`src/rtl/uart_tx_cfg.sv`:
```
// UART transmitter with an input FIFO and per-frame configuration.
// The data width, parity, stop bits and bit period are latched when each frame starts.
module uart_tx_cfg #(
    parameter int unsigned DATA_BITS  = 8,
    parameter int unsigned FIFO_DEPTH = 4,
    parameter int unsigned DIV_WIDTH  = 16
) (
    input  logic                          clk,
    input  logic                          reset_n,
    input  logic [DIV_WIDTH-1:0]          cfg_div,
    input  logic [3:0]                    cfg_data_bits,
    input  logic [1:0]                    cfg_parity,
    input  logic                          cfg_stop2,
    input  logic [DATA_BITS-1:0]          s_data,
    input  logic                          s_valid,
    output logic                          s_ready,
    output logic [$clog2(FIFO_DEPTH):0]   fifo_level,
    output logic                          tx,
    output logic                          tx_busy,
    output logic                          tx_done
);

    localparam int unsigned AW = $clog2(FIFO_DEPTH);
    localparam int unsigned LW = AW + 1;

    localparam logic [2:0] S_IDLE   = 3'd0;
    localparam logic [2:0] S_START  = 3'd1;
    localparam logic [2:0] S_DATA   = 3'd2;
    localparam logic [2:0] S_PARITY = 3'd3;
    localparam logic [2:0] S_STOP   = 3'd4;

    logic [DATA_BITS-1:0] mem_q [FIFO_DEPTH];
    logic [AW-1:0]        wr_ptr_q, rd_ptr_q;
    logic [LW-1:0]        level_q, level_d;
    logic                 s_ready_q;

    logic [2:0]           state_q, state_d;
    logic [DIV_WIDTH-1:0] cnt_q, cnt_d;
    logic [DIV_WIDTH-1:0] div_q, div_d;
    logic [3:0]           bit_q, bit_d;
    logic [3:0]           nbits_q, nbits_d;
    logic [DATA_BITS-1:0] shreg_q, shreg_d;
    logic                 par_bit_q, par_bit_d;
    logic                 par_en_q, par_en_d;
    logic                 stop2_q, stop2_d;
    logic                 tx_q, tx_d;
    logic                 busy_q, busy_d;
    logic                 done_q, done_d;

    logic                 push, pop, bit_end;
    logic [3:0]           nbits_eff;
    logic [DIV_WIDTH-1:0] div_eff;
    logic [DATA_BITS-1:0] mask, head_masked;

    assign push    = s_valid && s_ready_q;
    assign bit_end = (cnt_q == div_q - DIV_WIDTH'(1));
    assign div_eff = (cfg_div < DIV_WIDTH'(2)) ? DIV_WIDTH'(2) : cfg_div;

    // Configuration as it would be latched by a frame starting this cycle
    always_comb begin
        nbits_eff = cfg_data_bits;
        if (cfg_data_bits < 4'd5) begin
            nbits_eff = 4'd5;
        end else if (cfg_data_bits > 4'(DATA_BITS)) begin
            nbits_eff = 4'(DATA_BITS);
        end
        mask = '0;
        for (int i = 0; i < int'(DATA_BITS); i++) begin
            mask[i] = (i < int'(nbits_eff));
        end
        head_masked = mem_q[rd_ptr_q] & mask;
    end

    // Next-state logic for the frame sequencer
    always_comb begin
        state_d   = state_q;
        cnt_d     = cnt_q;
        div_d     = div_q;
        bit_d     = bit_q;
        nbits_d   = nbits_q;
        shreg_d   = shreg_q;
        par_bit_d = par_bit_q;
        par_en_d  = par_en_q;
        stop2_d   = stop2_q;
        tx_d      = tx_q;
        busy_d    = busy_q;
        done_d    = 1'b0;
        pop       = 1'b0;

        if (state_q != S_IDLE) begin
            cnt_d = bit_end ? '0 : cnt_q + DIV_WIDTH'(1);
        end

        case (state_q)
            S_IDLE: begin
                tx_d  = 1'b1;
                cnt_d = '0;
                pop   = (level_q != '0);
            end
            S_START: begin
                if (bit_end) begin
                    state_d = S_DATA;
                    bit_d   = '0;
                    tx_d    = shreg_q[0];
                    shreg_d = shreg_q >> 1;
                end
            end
            S_DATA: begin
                if (bit_end) begin
                    if (bit_q == nbits_q - 4'd1) begin
                        bit_d = '0;
                        if (par_en_q) begin
                            state_d = S_PARITY;
                            tx_d    = par_bit_q;
                        end else begin
                            state_d = S_STOP;
                            tx_d    = 1'b1;
                        end
                    end else begin
                        bit_d   = bit_q + 4'd1;
                        tx_d    = shreg_q[0];
                        shreg_d = shreg_q >> 1;
                    end
                end
            end
            S_PARITY: begin
                if (bit_end) begin
                    state_d = S_STOP;
                    bit_d   = '0;
                    tx_d    = 1'b1;
                end
            end
            S_STOP: begin
                if (bit_end) begin
                    if (!stop2_q || bit_q[0]) begin
                        done_d = 1'b1;
                        if (level_q != '0) begin
                            pop = 1'b1;
                        end else begin
                            state_d = S_IDLE;
                            busy_d  = 1'b0;
                            tx_d    = 1'b1;
                        end
                    end else begin
                        bit_d = bit_q + 4'd1;
                    end
                end
            end
            default: begin
                state_d = S_IDLE;
                tx_d    = 1'b1;
                busy_d  = 1'b0;
            end
        endcase

        // Frame start: take the FIFO head and freeze the configuration
        if (pop) begin
            state_d   = S_START;
            cnt_d     = '0;
            bit_d     = '0;
            tx_d      = 1'b0;
            busy_d    = 1'b1;
            div_d     = div_eff;
            nbits_d   = nbits_eff;
            shreg_d   = head_masked;
            par_bit_d = (^head_masked) ^ (cfg_parity == 2'b10);
            par_en_d  = (cfg_parity == 2'b01) || (cfg_parity == 2'b10);
            stop2_d   = cfg_stop2;
        end

        level_d = level_q + LW'(push) - LW'(pop);
    end

    always_ff @(posedge clk) begin
        if (push) begin
            mem_q[wr_ptr_q] <= s_data;
        end
    end

    always_ff @(posedge clk or negedge reset_n) begin
        if (!reset_n) begin
            wr_ptr_q  <= '0;
            rd_ptr_q  <= '0;
            level_q   <= '0;
            s_ready_q <= 1'b1;
            state_q   <= S_IDLE;
            cnt_q     <= '0;
            div_q     <= DIV_WIDTH'(2);
            bit_q     <= '0;
            nbits_q   <= 4'd5;
            shreg_q   <= '0;
            par_bit_q <= 1'b0;
            par_en_q  <= 1'b0;
            stop2_q   <= 1'b0;
            tx_q      <= 1'b1;
            busy_q    <= 1'b0;
            done_q    <= 1'b0;
        end else begin
            if (push) begin
                wr_ptr_q <= wr_ptr_q + AW'(1);
            end
            if (pop) begin
                rd_ptr_q <= rd_ptr_q + AW'(1);
            end
            level_q   <= level_d;
            s_ready_q <= (level_d < LW'(FIFO_DEPTH));
            state_q   <= state_d;
            cnt_q     <= cnt_d;
            div_q     <= div_d;
            bit_q     <= bit_d;
            nbits_q   <= nbits_d;
            shreg_q   <= shreg_d;
            par_bit_q <= par_bit_d;
            par_en_q  <= par_en_d;
            stop2_q   <= stop2_d;
            tx_q      <= tx_d;
            busy_q    <= busy_d;
            done_q    <= done_d;
        end
    end

    assign s_ready    = s_ready_q;
    assign fifo_level = level_q;
    assign tx         = tx_q;
    assign tx_busy    = busy_q;
    assign tx_done    = done_q;

endmodule
```
`config.mk`:
```
export PLATFORM = sky130hd
export DESIGN_NAME = uart_tx_cfg
export DESIGN_NICKNAME = d
export VERILOG_FILES = /design/src/rtl/uart_tx_cfg.sv
export SDC_FILE = /design/constraint.sdc
export NUM_CORES = 1
export LEC_CHECK = 0
export BUFFER_PORTS_ARGS = -buffer_cell sky130_fd_sc_hd__clkbuf_2
export CAP_MARGIN = 20
export CORE_ASPECT_RATIO = 0.75
export CORE_MARGIN = 2
export CORE_UTILIZATION = 54
export DETAILED_ROUTE_END_ITERATION = 10
export PLACE_DENSITY = 0.76
export REMOVE_ABC_BUFFERS = 1
export SLEW_MARGIN = 20
export SYNTH_ARGS = -nofsm -noshare
export SYNTH_HDL_FRONTEND = slang
export SYNTH_SLANG_ARGS = --single-unit
export TNS_END_PERCENT = 10
```
`constraint.sdc`:
```
create_clock -name clk -period 4.1 [get_ports clk]
set_input_delay 0.82 -clock clk [delete_from_list [all_inputs] [get_ports clk]]
set_output_delay 0.82 -clock clk [all_outputs]
set_load 0.01 [all_outputs]
```
==> impl_summary.md <==
Timing
The final critical path time including I/O delays and setup is just under 4 ns. Of the available clock period, the critical path in the final layout requires a little over nine tenths. On the final layout, the worst hold slack is 0.431 ns. Measured against its own limit, the worst slew margin works out to a little over 50%.

The total count of hold-check failures in the final report is 0. Static timing analysis puts the maximum clock frequency at about 260 MHz. For the pin with the worst max-slew slack, the measured transition is around 0.74 ns. The maximum clock skew at final layout is 0.0107 ns. Setup violations remaining at the end of the flow were counted as 0. The number of max-slew violations in the final report came to 0.

Die
The placeable core area is around 9100 µm². During I/O placement, the number of pins put on the boundary was between 40 and 50. The initial utilization of the core area, before any placement, comes to between 50% and 60%. The floorplan has 30 rows.

The chip width is roughly 120 µm. From bottom edge to top edge, the die measures just under 90 µm. The overall die area is slightly above 10000 µm².

Route
The number of violations reported at the end of detailed-routing iteration 0 is approximately 180. The number of detailed-route iterations in the first pass is 5. After detailed routing, the average wire length per cell comes to approximately 17 µm. For this run, design rule violations remaining after detail routing come to 0. The residual antenna-violating net count after detailed routing is 0.

The final wirelength is between 10000 and 15000 µm. The average via count per standard cell is roughly 5.6. Summing over every cut layer, the via total after detailed routing is about 3.3k.

Cells and area
Of the cells placed in the final design, the portion with a size suffix greater than 1 is between 20% and 30%. The layout net count is a little over 500. The number of antenna repair diodes is 0. The number of fill cells is roughly 750. From synthesis to final layout, the design area changed by 13.9%. The design area is 5770 µm².

Placement
The placer congestion estimate is 0.825. The HPWL after detailed placement is about 7100 µm. The port buffer count is 40. In this run the cell area measured after placement is roughly 5400 µm².

Synth
The commonest cells after synthesis are 60 x sky130_fd_sc_hd__dfrtp_1, 38 x sky130_fd_sc_hd__xnor2_1, 32 x sky130_fd_sc_hd__edfxtp_1, 26 x sky130_fd_sc_hd__nor2_1, 23 x sky130_fd_sc_hd__nand2_1. The synthesized netlist devotes 13.5% of its cell area to simple gates. The mux cell area share after synthesis is between 10% and 20%.

The synthesized netlist contains 57 unique library cells. The synthesized design spends more area on one cell type than any other, namely sky130_fd_sc_hd__dfrtp_1. The post-synthesis compound-gate area fraction is 6.12%. The adder-cell area share of the yosys netlist is 3.11%. The dominant combinational cell family by area after synthesis is multiplexers. Synthesis handed over a netlist of between 400 and 500 instances.

The most frequently used cell type in the post-synthesis netlist is sky130_fd_sc_hd__dfrtp_1. In the post-synthesis netlist, the biggest area contributors are sky130_fd_sc_hd__dfrtp_1 30%, sky130_fd_sc_hd__edfxtp_1 19%, sky130_fd_sc_hd__xnor2_1 6.6%. The number of flops mapped to enable cells by yosys is 32. In this run the cell area of the synthesized design comes to approximately 5100 µm². Of the total synthesized cell area, the portion taken by XOR and XNOR cells is about 9%. Summing the sequential cell areas from Yosys gives between 50% and 60% of the chip area.

The async set-reset flop share out of synthesis is 67.0%. The number of flip-flops and latches in the synthesized netlist is 97. The number of warnings printed during yosys synthesis is 0. The mean cell area of the mapped netlist is between 10 and 15 µm². The most used flip-flop cell after synthesis is sky130_fd_sc_hd__dfrtp_1. The area share of the largest cell type after synthesis is between 20 and 30%.

Clocking
The H-tree generated during clock tree synthesis spans 3 levels. Hold repair after CTS inserted 0 buffers. The total CTS buffers is 9.

The later-pin clock latency in the skew report is 0.35 ns. After clock tree synthesis, the clock-pin slew on the worst setup and hold paths is 0.07 ns. The number of buffers on the longest clock path is 2.

TritonCTS built the clock tree. The total clock sinks is 97. The root buffer cell is sky130_fd_sc_hd__clkbuf_16.

Setup path
The critical path is of the reg -> reg type. STA classifies the critical path endpoint as a flop. The category of the worst setup path launch point is a flop.

For the worst setup path, the data required time is around 4.3 ns. Counting cells, the worst reg-to-reg path comes to 18. The signal arrival time at the worst endpoint is about 4.2 ns.

The worst register-to-register path ends at fifo_level[2]$_DFF_PN0_. Along the worst path, the maximum fanout reaches 7. The worst register-to-register path begins at div_q[0]$_DFFE_PN0P_. The worst setup path startpoint is div_q[0]$_DFFE_PN0P_. In this run the register-to-register setup slack is between 0.15 and 0.2 ns.

Status
The run finished with clean final reports.

Power
The leakage power is ~2.4 nW. Across the VDD grid, the largest voltage drop is 0.365 mV. The power per standard cell area is 729 nW/µm².

Global routing
The number of antenna violations at the first check in global routing is 0. The global-route wire length before repair is 16700 µm. The number of global-route vias before repair is between 3k and 4k. The global routing usage on met3 is between 5 and 6%. Entering global routing, the biggest net connects 46 pins.

The most used routing layer is met2. For this run, global-route usage on met2 was measured as roughly a third. The total overflow left after global routing is 0.

The global routing met1 resource utilization is 32.1%. The overall track demand over capacity in global routing is a little over a fifth.

Worst hold path
The worst min-delay path class is in -> async.

Flow run
Across the run, the number of max-cap violations was 0.
==> state kept, by name, indices dropped and copies added, names as in the netlist <==
name        flops
par_en_q        1
wr_ptr_q        2
mem_q          32
par_bit_q       1
nbits_q         4
tx              1
s_ready         1
state_q         3
cnt_q          16
tx_busy         1
shreg_q         8
fifo_level      3
tx_done         1
bit_q           4
stop2_q         1
rd_ptr_q        2
div_q          16
==> how the worst max path moves through the flow <==
stage                                         end  cells after the start
after floorplan           fifo_level[2]$_DFF_PN0_                     18
after global placement    fifo_level[2]$_DFF_PN0_                     18
after detailed placement  fifo_level[2]$_DFF_PN0_                     18
after CTS                 fifo_level[2]$_DFF_PN0_                     18
after global routing      fifo_level[2]$_DFF_PN0_                     18
final                     fifo_level[2]$_DFF_PN0_                     18
==> critical path, cell delays in order (launching register included) <==
cell and delay [ns]:
sky130_fd_sc_hd__dfrtp_1 0.40, sky130_fd_sc_hd__inv_1 0.09, sky130_fd_sc_hd__ha_2 0.20, sky130_fd_sc_hd__or4b_4 0.53, sky130_fd_sc_hd__or4_1 0.53, sky130_fd_sc_hd__a21oi_1 0.18
sky130_fd_sc_hd__a211oi_1 0.10, sky130_fd_sc_hd__nor4_4 0.21, sky130_fd_sc_hd__a21o_2 0.22, sky130_fd_sc_hd__nand2_4 0.05, sky130_fd_sc_hd__inv_1 0.06, sky130_fd_sc_hd__ha_1 0.21
sky130_fd_sc_hd__inv_1 0.06, sky130_fd_sc_hd__ha_1 0.15, sky130_fd_sc_hd__inv_1 0.06, sky130_fd_sc_hd__fa_2 0.35, sky130_fd_sc_hd__xnor2_2 0.14, sky130_fd_sc_hd__xor2_1 0.21
sky130_fd_sc_hd__inv_1 0.06
==> placed cells by master (no fill, tap or decap), types with 9 or more instances in the layout <==
| cell | instances |
|---|---|
| sky130_fd_sc_hd__mux2i_1 | 12 |
| sky130_fd_sc_hd__clkbuf_16 | 9 |
| sky130_fd_sc_hd__nor2_1 | 26 |
| sky130_fd_sc_hd__inv_1 | 21 |
| sky130_fd_sc_hd__clkbuf_2 | 40 |
| sky130_fd_sc_hd__xor2_1 | 14 |
| sky130_fd_sc_hd__nand2_1 | 23 |
| sky130_fd_sc_hd__nor4_1 | 9 |
| sky130_fd_sc_hd__mux2_4 | 19 |
| sky130_fd_sc_hd__and3_1 | 9 |
| sky130_fd_sc_hd__xnor2_1 | 37 |
| sky130_fd_sc_hd__buf_4 | 10 |
| sky130_fd_sc_hd__ha_1 | 10 |
| sky130_fd_sc_hd__dfrtp_1 | 58 |
| sky130_fd_sc_hd__edfxtp_1 | 32 |
| sky130_fd_sc_hd__nand3_1 | 13 |
==> cell type report <==
class	instances	area [µm²]	area share (%)
clock buffers	10	229	3.97
clock inverters	6	50.0	0.867
inverters	22	82.6	1.43
multi-input cells	283	2380	41.2
flip-flops and latches	97	2600	45.0
well taps	128	160	2.77
repair buffers	50	275	4.77
==> stage by stage <==
step	utilization (%)	instances	TNS (ns)	setup slack, ns	total power [mW]
after floorplan	-	402	-0.585	-0.315	2.93
after detailed placement	59.6	577	-0.0135	-0.0135	3.37
after CTS	62.8	593	0	0.0560	4.18
after global routing	63.6	596	-0.0738	-0.0738	4.51
final	63.6	596	0	0.186	4.21
after global placement	59.6	577	0	0.125	3.30
==> routing by layer <==
layer | wire length, µm | vias to the layer above | part of all wire (%)
met2 | 4600 | 72 | 46
li1 | - | 1599 | -
met1 | 4870 | 1637 | 49
met3 | 435 | 8 | 4.3
met4 | 99 | 0 | 0.99
met5 | 0 | - | 0
==> power breakdown <==
part / total (mW) / switching (mW) / internal, mW
clock: 0.798 / 0.379 / 0.419
combinational: 1.80 / 0.837 / 0.965
sequential: 1.61 / 0.305 / 1.31
==> kinds of logic after synthesis <==
kind of cell               Yosys count
muxes                               51
DFF                                 97
adders and majority gates           12
xor gates and xnor gates            52
and+or+nand+nor                    123
buffers and inverters               34
AOI/OAI and AO/OA                   45
==> timing repair <==
item	in CTS	in global routing
buffers inserted	0	3
endpoints found under the setup margin	1	2
hold endpoints to repair	0	0
pin swaps	0	2
gates resized for setup	1	11
cloned	0	0
Note: power is estimated with default switching activity, not from simulation.
